### config.mk
export PLATFORM = sky130hd
export DESIGN_NAME = router_out_sched
export DESIGN_NICKNAME = d
export VERILOG_FILES = /design/src/rtl/router_out_sched.sv
export SDC_FILE = /design/constraint.sdc
export NUM_CORES = 1
export LEC_CHECK = 0
export BUFFER_PORTS_ARGS = -buffer_cell sky130_fd_sc_hd__buf_2
export CAP_MARGIN = 15
export CORE_UTILIZATION = 50
export CTS_BUF_LIST = sky130_fd_sc_hd__clkbuf_8
export CTS_CLUSTER_DIAMETER = 200
export DETAILED_ROUTE_END_ITERATION = 8
export GPL_ROUTABILITY_DRIVEN = 1
export GPL_TIMING_DRIVEN = 0
export PLACE_DENSITY = 0.89
export SYNTH_ARGS = -nofsm -noshare
export SYNTH_HDL_FRONTEND = slang
export SYNTH_SLANG_ARGS = --single-unit
export TNS_END_PERCENT = 30
### constraint.sdc
create_clock -name clock -period 5.3 [get_ports clock]
set_input_delay 0 -clock clock [delete_from_list [all_inputs] [get_ports clock]]
set_output_delay 0 -clock clock [all_outputs]
set_load 0.03 [all_outputs]
### src/rtl/router_out_sched.sv
// router_out_sched: read-side scheduler for the 1x3 router.
// One shared downstream sink drains three output FIFOs. A requesting FIFO is
// picked round-robin and owns the grant for one whole packet. The packet is
// {len[5:0],addr[1:0]} header, len payload bytes, then one parity byte.
//
// Ports
//   clock               in   system clock, rising edge
//   resetn              in   synchronous active-low reset
//   vld_out_0..2        in   FIFO N non-empty
//   data_out_0..2 [7:0] in   FIFO N read data, valid the cycle after read_enb_N
//   dst_ready           in   sink can take one more byte; gates read issue
//   read_enb_0..2       out  FIFO N read strobe (combinational)
//   sink_data [7:0]     out  byte from the granted FIFO (0 when not valid)
//   sink_valid          out  sink_data valid this cycle
//   sink_sop/sink_eop   out  header / parity byte markers, with sink_valid
//   sink_abort          out  one-cycle pulse: current packet abandoned
//   grant [1:0]         out  FIFO index currently owned
//   sched_busy          out  scheduler not idle
//
// state | meaning
// IDLE  | no owner; pick next requester from rr_ptr
// HDR   | read header byte from granted FIFO
// LEN   | header on sink; load payload+parity byte count
// BODY  | read payload and parity bytes
// LAST  | parity byte on sink; advance rr_ptr
module router_out_sched #(
  parameter int unsigned STALL_MAX = 32
) (
  input  logic       clock,
  input  logic       resetn,
  input  logic       vld_out_0,
  input  logic       vld_out_1,
  input  logic       vld_out_2,
  input  logic [7:0] data_out_0,
  input  logic [7:0] data_out_1,
  input  logic [7:0] data_out_2,
  input  logic       dst_ready,
  output logic       read_enb_0,
  output logic       read_enb_1,
  output logic       read_enb_2,
  output logic [7:0] sink_data,
  output logic       sink_valid,
  output logic       sink_sop,
  output logic       sink_eop,
  output logic       sink_abort,
  output logic [1:0] grant,
  output logic       sched_busy
);

  localparam int unsigned SW = $clog2(STALL_MAX);
  localparam logic [SW-1:0] STALL_TC = SW'(STALL_MAX - 1);

  typedef enum logic [2:0] {
    S_IDLE = 3'd0,
    S_HDR  = 3'd1,
    S_LEN  = 3'd2,
    S_BODY = 3'd3,
    S_LAST = 3'd4
  } state_e;

  state_e        state_q, state_d;
  logic [1:0]    rr_ptr_q, rr_ptr_d;
  logic [1:0]    grant_q, grant_d;
  logic [6:0]    count_q, count_d;
  logic [SW-1:0] stall_q, stall_d;
  logic          rd_q;

  logic [2:0] req;
  logic       vld_g;
  logic [7:0] data_g;
  logic [1:0] scan1, scan2, pick;
  logic       active, fire, starve, abort;

  function automatic logic [1:0] next_port(input logic [1:0] p);
    return (p == 2'd2) ? 2'd0 : p + 2'd1;
  endfunction

  assign req = {vld_out_2, vld_out_1, vld_out_0};

  always_comb begin
    vld_g  = 1'b0;
    data_g = 8'h00;
    case (grant_q)
      2'd0:    begin vld_g = vld_out_0; data_g = data_out_0; end
      2'd1:    begin vld_g = vld_out_1; data_g = data_out_1; end
      2'd2:    begin vld_g = vld_out_2; data_g = data_out_2; end
      default: ;
    endcase
  end

  assign scan1 = next_port(rr_ptr_q);
  assign scan2 = next_port(scan1);
  assign pick  = req[rr_ptr_q] ? rr_ptr_q : (req[scan1] ? scan1 : scan2);

  assign active = (state_q == S_HDR) || (state_q == S_BODY);
  assign fire   = active && vld_g && dst_ready;
  // dst_ready low freezes the watchdog: only a starved source counts.
  assign starve = active && !vld_g && dst_ready;
  assign abort  = starve && (stall_q == STALL_TC);

  always_ff @(posedge clock) begin
    if (!resetn) state_q <= S_IDLE;
    else         state_q <= state_d;
  end

  always_ff @(posedge clock) begin
    if (!resetn) begin
      rr_ptr_q <= 2'd0;
      grant_q  <= 2'd0;
      count_q  <= 7'd0;
      stall_q  <= '0;
      rd_q     <= 1'b0;
    end else begin
      rr_ptr_q <= rr_ptr_d;
      grant_q  <= grant_d;
      count_q  <= count_d;
      stall_q  <= stall_d;
      rd_q     <= fire;
    end
  end

  always_comb begin
    state_d  = state_q;
    rr_ptr_d = rr_ptr_q;
    grant_d  = grant_q;
    count_d  = count_q;
    stall_d  = '0;
    case (state_q)
      S_IDLE: begin
        if (req != 3'b000) begin
          grant_d = pick;
          state_d = S_HDR;
        end
      end
      S_HDR, S_BODY: begin
        if (fire) begin
          if (state_q == S_HDR) begin
            state_d = S_LEN;
          end else begin
            count_d = count_q - 7'd1;
            if (count_q == 7'd1) state_d = S_LAST;
          end
        end else if (abort) begin
          rr_ptr_d = next_port(grant_q);
          state_d  = S_IDLE;
        end else if (starve) begin
          stall_d = stall_q + 1'b1;
        end else begin
          stall_d = stall_q;
        end
      end
      S_LEN: begin
        // header is on data_out now; count covers payload plus parity
        count_d = {1'b0, data_g[7:2]} + 7'd1;
        state_d = S_BODY;
      end
      S_LAST: begin
        rr_ptr_d = next_port(grant_q);
        state_d  = S_IDLE;
      end
      default: state_d = S_IDLE;
    endcase
  end

  always_comb begin
    read_enb_0 = fire && (grant_q == 2'd0);
    read_enb_1 = fire && (grant_q == 2'd1);
    read_enb_2 = fire && (grant_q == 2'd2);
    sink_valid = rd_q;
    sink_data  = rd_q ? data_g : 8'h00;
    sink_sop   = (state_q == S_LEN);
    sink_eop   = (state_q == S_LAST);
    sink_abort = abort;
    grant      = grant_q;
    sched_busy = (state_q != S_IDLE);
  end

endmodule
# After elaboration in Yosys (flattened, before gate mapping)
# Index checks and enable logic that the tools add are counted.
[totals]
wordCells = 79
register_bits = 20
[op_classes]
n_eq_ne = 17
n_bitwise = 2
mux = 24
reduce_logical = 22
add_sub_neg = 6
n_lt_le_gt_ge = 2
[ops]
columns = ["cell", "n"]
rows = [
  ["$pmux 8 s3", 1],
  ["$mux 3", 5],
  ["$mux 2", 7],
  ["$mux 7", 2],
  ["$pmux 7 s2", 1],
  ["$ne 2x2->1 const B", 5],
  ["$pmux 3 s3", 1],
  ["$reduce_and 3->1", 3],
  ["$logic_and 1x1->1", 8],
  ["$mux 8", 1],
  ["$add 6x1->7 const B", 1],
  ["$eq 7x1->1 const B", 1],
  ["$sub 7x1->7 const B", 1],
  ["$add 2x1->2 const B", 3],
  ["$eq 2x2->1 const B", 3],
  ["$eq 3x2->1 const B", 2],
  ["$lt 2x3->1 const B", 2],
  ["$reduce_bool 3->1", 2],
  ["$add 5x1->5 const B", 1],
  ["$eq 5x5->1 const B", 1],
  ["$bmux 1 s2", 2],
  ["$ne 4x4->1 const B", 1],
  ["$pmux 2 s2", 1],
  ["$reduce_bool 2->1", 2],
  ["other kinds (14)", 16],
]

# Longest topological paths before layout
[logic_depth]
word_depth = 9
mapped_depth = 9
ltp_nobuf = 7

# Least setup slack after synthesis
# No wires, ideal clock.
[synth_timing]
kind = "flip-flop to flip-flop"
start = "reg grant_q[1], in the netlist grant[1]"
end = "reg count_q[6]"
stages_incl_launch_ff = 10
synth_period_minus_slack_ns = 2.352
setup_ns = 0.069
arrival_time_ns = 2.283
n_path_buf = 2
slack_ns = 2.948
path_cell_list = "dfxtp_1 > clkbuf_4 > nor2b_1 > buf_4 > o2bb2ai_1 > ha_1 > inv_1 > or3b_1 > or4_1 > o21ai_1"
[synth_between]
elab_chain_len = 6
word_cells_on_any_way = 11
cone_classes = "add/sub: 1; eq/ne: 3; mux: 3; reduce/logical: 4"
[synth_rtl]
columns = ["element", "line_no", "rtl"]
rows = [
  ["from (decl)", "63", "logic [1:0] grant_q, grant_d;"],
  ["from (signal assigned)", "115", "grant_q <= grant_d;"],
  ["parallel branches: the longest is 6 deep, another holds $add 6x1->7", "n/a", ""],
  ["to (signal assigned)", "116", "count_q <= count_d;"],
  ["to (decl)", "64", "logic [6:0] count_q, count_d;"],
]
# Parallel ways; which one is timed is not known.
# A chain may end at the register's enable or synchronous reset.

# Final worst setup path
# Ends and elaborated chain as after synthesis.

==> report_table.html <==
<table>
<tr><th>Metric</th><th>Value</th></tr>
<tr><th colspan="2">Outcome</th></tr>
<tr><td>Result of the run</td><td>finished, violations left</td></tr>
<tr><td>Violations in the final reports</td><td>DRC</td></tr>
<tr><th colspan="2">Synth</th></tr>
<tr><td>Unique masters post-synth</td><td>50</td></tr>
<tr><td>Post-synthesis sequential element count</td><td>20</td></tr>
<tr><td>Async S/R FF share, synth</td><td>0%</td></tr>
<tr><td>Post-Synthesis Cells</td><td>192</td></tr>
<tr><td>Mean instance size in the synthesized netlist</td><td>7.92 sq um</td></tr>
<tr><td>Simple-gate share of the synthesized area</td><td>29.5%</td></tr>
<tr><td>Mapped Area</td><td>1520 sq um</td></tr>
<tr><td>Synthesized-area fraction occupied by xor and xnor cells</td><td>3.45%</td></tr>
<tr><td>Sequential cell area fraction in the yosys report</td><td>26.3%</td></tr>
<tr><td>Total number of yosys warnings</td><td>0</td></tr>
<tr><td>Number of enable-type register cells in the synthesized netlist</td><td>0</td></tr>
<tr><td>Syn_nets</td><td>227</td></tr>
<tr><td>Synth Flop Type</td><td>dfxtp_1</td></tr>
<tr><td>Area share of fa/ha/maj cells after synthesis</td><td>4.11%</td></tr>
<tr><td>Synthesized-area fraction occupied by ao, oa, aoi and oai cells</td><td>18.6%</td></tr>
<tr><td>Dominant combinational cell family by area after synthesis</td><td>simple AND/OR/NAND/NOR gates</td></tr>
<tr><td>Share of cell area taken by muxes after synthesis</td><td>12.3%</td></tr>
<tr><th colspan="2">Die</th></tr>
<tr><td>Core Footprint</td><td>2830 sq um</td></tr>
<tr><td>Die area</td><td>3270 sq um</td></tr>
<tr><td>Site row count</td><td>19</td></tr>
<tr><td>Boundary pin count</td><td>48</td></tr>
<tr><td>Die width</td><td>57.2 microns</td></tr>
<tr><td>Initial core utilization</td><td>53.8%</td></tr>
<tr><td>Vertical extent of the die</td><td>57.2 microns</td></tr>
<tr><th colspan="2">Worst setup path</th></tr>
<tr><td>Critical-path maximum fanout</td><td>10</td></tr>
<tr><td>Delay of the slowest cell on the worst path</td><td>480 ps</td></tr>
<tr><td>Startpoint type of the worst setup path</td><td>register</td></tr>
<tr><td>Data required, critical path</td><td>5490 ps</td></tr>
<tr><td>Slowest CP cell</td><td>or4_1</td></tr>
<tr><td>Data arrival time of the critical path</td><td>2540 ps</td></tr>
<tr><td>Register-to-Register Path Depth</td><td>8</td></tr>
<tr><td>Critical setup path kind</td><td>reg2reg</td></tr>
<tr><td>Critical Path End Type</td><td>register</td></tr>
<tr><td>Cell Chain, Critical Path</td><td>clkbuf_4, clkbuf_1, o2bb2ai_1, ha_1, inv_1, or3b_1, or4_1, o21ai_1</td></tr>
<tr><th colspan="2">STA</th></tr>
<tr><td>Number of failing hold endpoints at the final stage</td><td>0</td></tr>
<tr><td>Unrepaired setup endpoints after global routing</td><td>false</td></tr>
<tr><td>Setup_tns</td><td>0 ps</td></tr>
<tr><td>Final setup vio count</td><td>0</td></tr>
<tr><td>Highest achievable clock rate</td><td>0.426 GHz</td></tr>
<tr><td>Min cycle time layout</td><td>2350 ps</td></tr>
<tr><td>Final cycle utilization of the critical path</td><td>44.3%</td></tr>
<tr><td>Transition at the pin with the smallest max-transition slack</td><td>622 ps</td></tr>
<tr><td>Final-report max-slew violation count</td><td>0</td></tr>
<tr><td>Slew Limit Headroom</td><td>58.5%</td></tr>
<tr><td>Max Clock Skew</td><td>8.75 ps</td></tr>
<tr><th colspan="2">Placement</th></tr>
<tr><td>Buffers added on ports</td><td>46</td></tr>
<tr><td>Placer Congestion</td><td>0.834</td></tr>
<tr><td>Post-detail-place hpwl</td><td>2900 microns</td></tr>
<tr><th colspan="2">Worst hold path</th></tr>
<tr><td>Type of the tightest min-delay check</td><td>in2reg</td></tr>
<tr><td>Cell depth of the worst hold path</td><td>3</td></tr>
<tr><th colspan="2">GRT</th></tr>
<tr><td>Grt met1 use</td><td>29.9%</td></tr>
<tr><td>Total routing usage reported by global routing</td><td>24.6%</td></tr>
<tr><td>GRT Max-Usage Layer</td><td>met2</td></tr>
<tr><td>Met2 Track Usage GR</td><td>42.7%</td></tr>
<tr><td>Congestion Overflow GR</td><td>0</td></tr>
<tr><td>Global-route track usage on met3</td><td>3.17%</td></tr>
<tr><td>Largest net degree at the start of global routing</td><td>13</td></tr>
<tr><td>Global-route wire length before repair</td><td>6330 microns</td></tr>
<tr><td>Vias in the first global route</td><td>1492</td></tr>
<tr><td>Antenna violations before repair</td><td>0</td></tr>
<tr><th colspan="2">Drt</th></tr>
<tr><td>Number of DRC markers in iteration 0</td><td>65</td></tr>
<tr><td>Per-cell routed wire length</td><td>13.9 microns</td></tr>
<tr><td>Post-Route WL</td><td>3810 microns</td></tr>
<tr><td>Antenna violation net count after detailed routing</td><td>0</td></tr>
<tr><td>Vias/cell</td><td>5.87</td></tr>
<tr><td>Remaining routing DRC violations</td><td>1</td></tr>
<tr><td>DR vias</td><td>1603</td></tr>
<tr><td>Drt pass-1 iters</td><td>7</td></tr>
<tr><th colspan="2">Layout</th></tr>
<tr><td>Most common cell after layout, fill and taps aside</td><td>buf_2</td></tr>
<tr><td>Growth of design area from synthesis to finish</td><td>22.4%</td></tr>
<tr><td>Area taken by flip-flops and latches</td><td>400 sq um</td></tr>
<tr><td>Final nets</td><td>278</td></tr>
<tr><td>Layout cells sized above 1</td><td>25.6%</td></tr>
<tr><td>Number of filler instances in the final layout</td><td>260</td></tr>
<tr><td>Multi-input gate area</td><td>1030 sq um</td></tr>
<tr><td>Number of diodes added for antenna fixing</td><td>0</td></tr>
<tr><td>Most used cells in the layout excluding fill and tap cells</td><td>47 x buf_2, 21 x nor2_1, 20 x dfxtp_1</td></tr>
<tr><th colspan="2">Flow run</th></tr>
<tr><td>Maxcap violations</td><td>0</td></tr>
<tr><th colspan="2">CTS</th></tr>
<tr><td>Number of sinks driven by the clock tree</td><td>20</td></tr>
<tr><td>Number of buffers inserted by post-CTS setup repair</td><td>0</td></tr>
<tr><td>CTS buffer count</td><td>3</td></tr>
<tr><td>Root Buffer Master</td><td>clkbuf_8</td></tr>
<tr><td>PostCTS Resize Cnt</td><td>0</td></tr>
<tr><td>Count of H-tree levels built during CTS</td><td>1</td></tr>
<tr><td>Clock transition time at the flip-flop clock pins of the worst setup and hold paths</td><td>80 ps</td></tr>
<tr><td>Max clock buf depth</td><td>2</td></tr>
<tr><td>Clock tree from TritonCTS</td><td>yes</td></tr>
<tr><td>Clk_lat worst skew</td><td>270 ps</td></tr>
<tr><td>Number of hold-repair buffers added at the cts stage</td><td>0</td></tr>
<tr><th colspan="2">Pwr</th></tr>
<tr><td>Sum of internal, switching and leakage power</td><td>0.430 mW</td></tr>
<tr><td>Standby leakage power</td><td>0.816 nW</td></tr>
<tr><td>Pwr/cell area</td><td>231 nW/um^2</td></tr>
<tr><td>Maximum VDD drop</td><td>0.116 mV</td></tr>
</table>
==> critical path, delay by kind of cell (launching register included) <==
| kind | cells | cell delay, ps |
|---|---|---|
| AND/OR/NAND/NOR | 2 | 870 |
| buffers and inverters | 3 | 460 |
| adder cells (fa/ha/maj) | 1 | 210 |
| AO/OA/AOI/OAI | 2 | 420 |
| flip-flops | 1 | 310 |
==> sequential cells by signal, indices dropped and copies added, names as in the netlist <==
name        count
count_q         7
grant           2
rr_ptr_q        2
sink_valid      1
stall_q         5
state_q         3
==> final cells by class <==
| class | count | share of cell area, % |
|---|---|---|
| sequential | 20 | 21.5 |
| buffer | 10 | 2.89 |
| clock inverter | 1 | 1.61 |
| timing repair buffer | 46 | 12.4 |
| multi-input combinational | 153 | 55.5 |
| inverter | 9 | 1.81 |
| tap | 31 | 2.08 |
| clock buffer | 3 | 2.22 |
==> report_power, final <==
group	internal, mW	switching (mW)
sequential	0.155	0.00545
combinational	0.0471	0.0674
clock	0.101	0.0542
total	0.303	0.127
==> metrics by stage <==
step / util [%] / cell area (sq um) / instances / hold slack [ps] / worst slack, ps
final: 65.8 / 1860 / 273 / 97.4 / 2950
after global routing: 65.8 / 1860 / 273 / 156 / 2840
after CTS: 65.8 / 1860 / 273 / 105 / 2980
after detailed placement: 63.3 / 1790 / 269 / 383 / 3000
after global placement: 63.3 / 1790 / 269 / 342 / 3050
after floorplan: - / 1520 / 192 / 179 / 2950
==> cells by family (layout without fill, tap and decap cells) <==
logic type,after synthesis,in the layout
AND/OR/NAND/NOR,85,85
AO/OA/AOI/OAI,39,39
multiplexers,18,18
flip-flops,20,20
adder cells (fa/ha/maj),5,5
XOR/XNOR,6,6
buffers and inverters,19,69
==> synthesized netlist by cell type, types with 3 or more instances <==
library cell / n / area [sq um]
o21ai_0: 8 / 40.0
clkbuf_1: 6 / 22.5
dfxtp_1: 20 / 400
and3_1: 8 / 50.1
a21oi_1: 6 / 30.0
nand4_1: 5 / 31.3
and2_1: 4 / 25.0
nand2_1: 17 / 63.8
xnor2_1: 3 / 26.3
nor3_1: 7 / 35.0
nor3b_1: 4 / 30.0
nor2b_1: 5 / 31.3
a31oi_1: 3 / 18.8
mux2_2: 5 / 56.3
xor2_1: 3 / 26.3
mux2i_1: 13 / 130
inv_1: 8 / 30.0
ha_1: 5 / 62.6
nor2_1: 21 / 78.8
==> layer usage <==
metal | routed length, microns | up-vias
met1 | 1670 | 731
met5 | 0 | -
met4 | 60 | 0
li1 | - | 793
met2 | 1850 | 73
met3 | 226 | 6
==> path summary, 6_finish.rpt <==
path | start | to | slack, ps
worst max-delay path | grant[1] | count_q[6] | 2950
worst min-delay path | vld_out_0 | state_q[0] | 100
worst max register to register | grant[1] | count_q[6] | 2950
worst min register to register | count_q[2] | count_q[2] | 500
No activity file was read; power rests on OpenSTA's default activity.
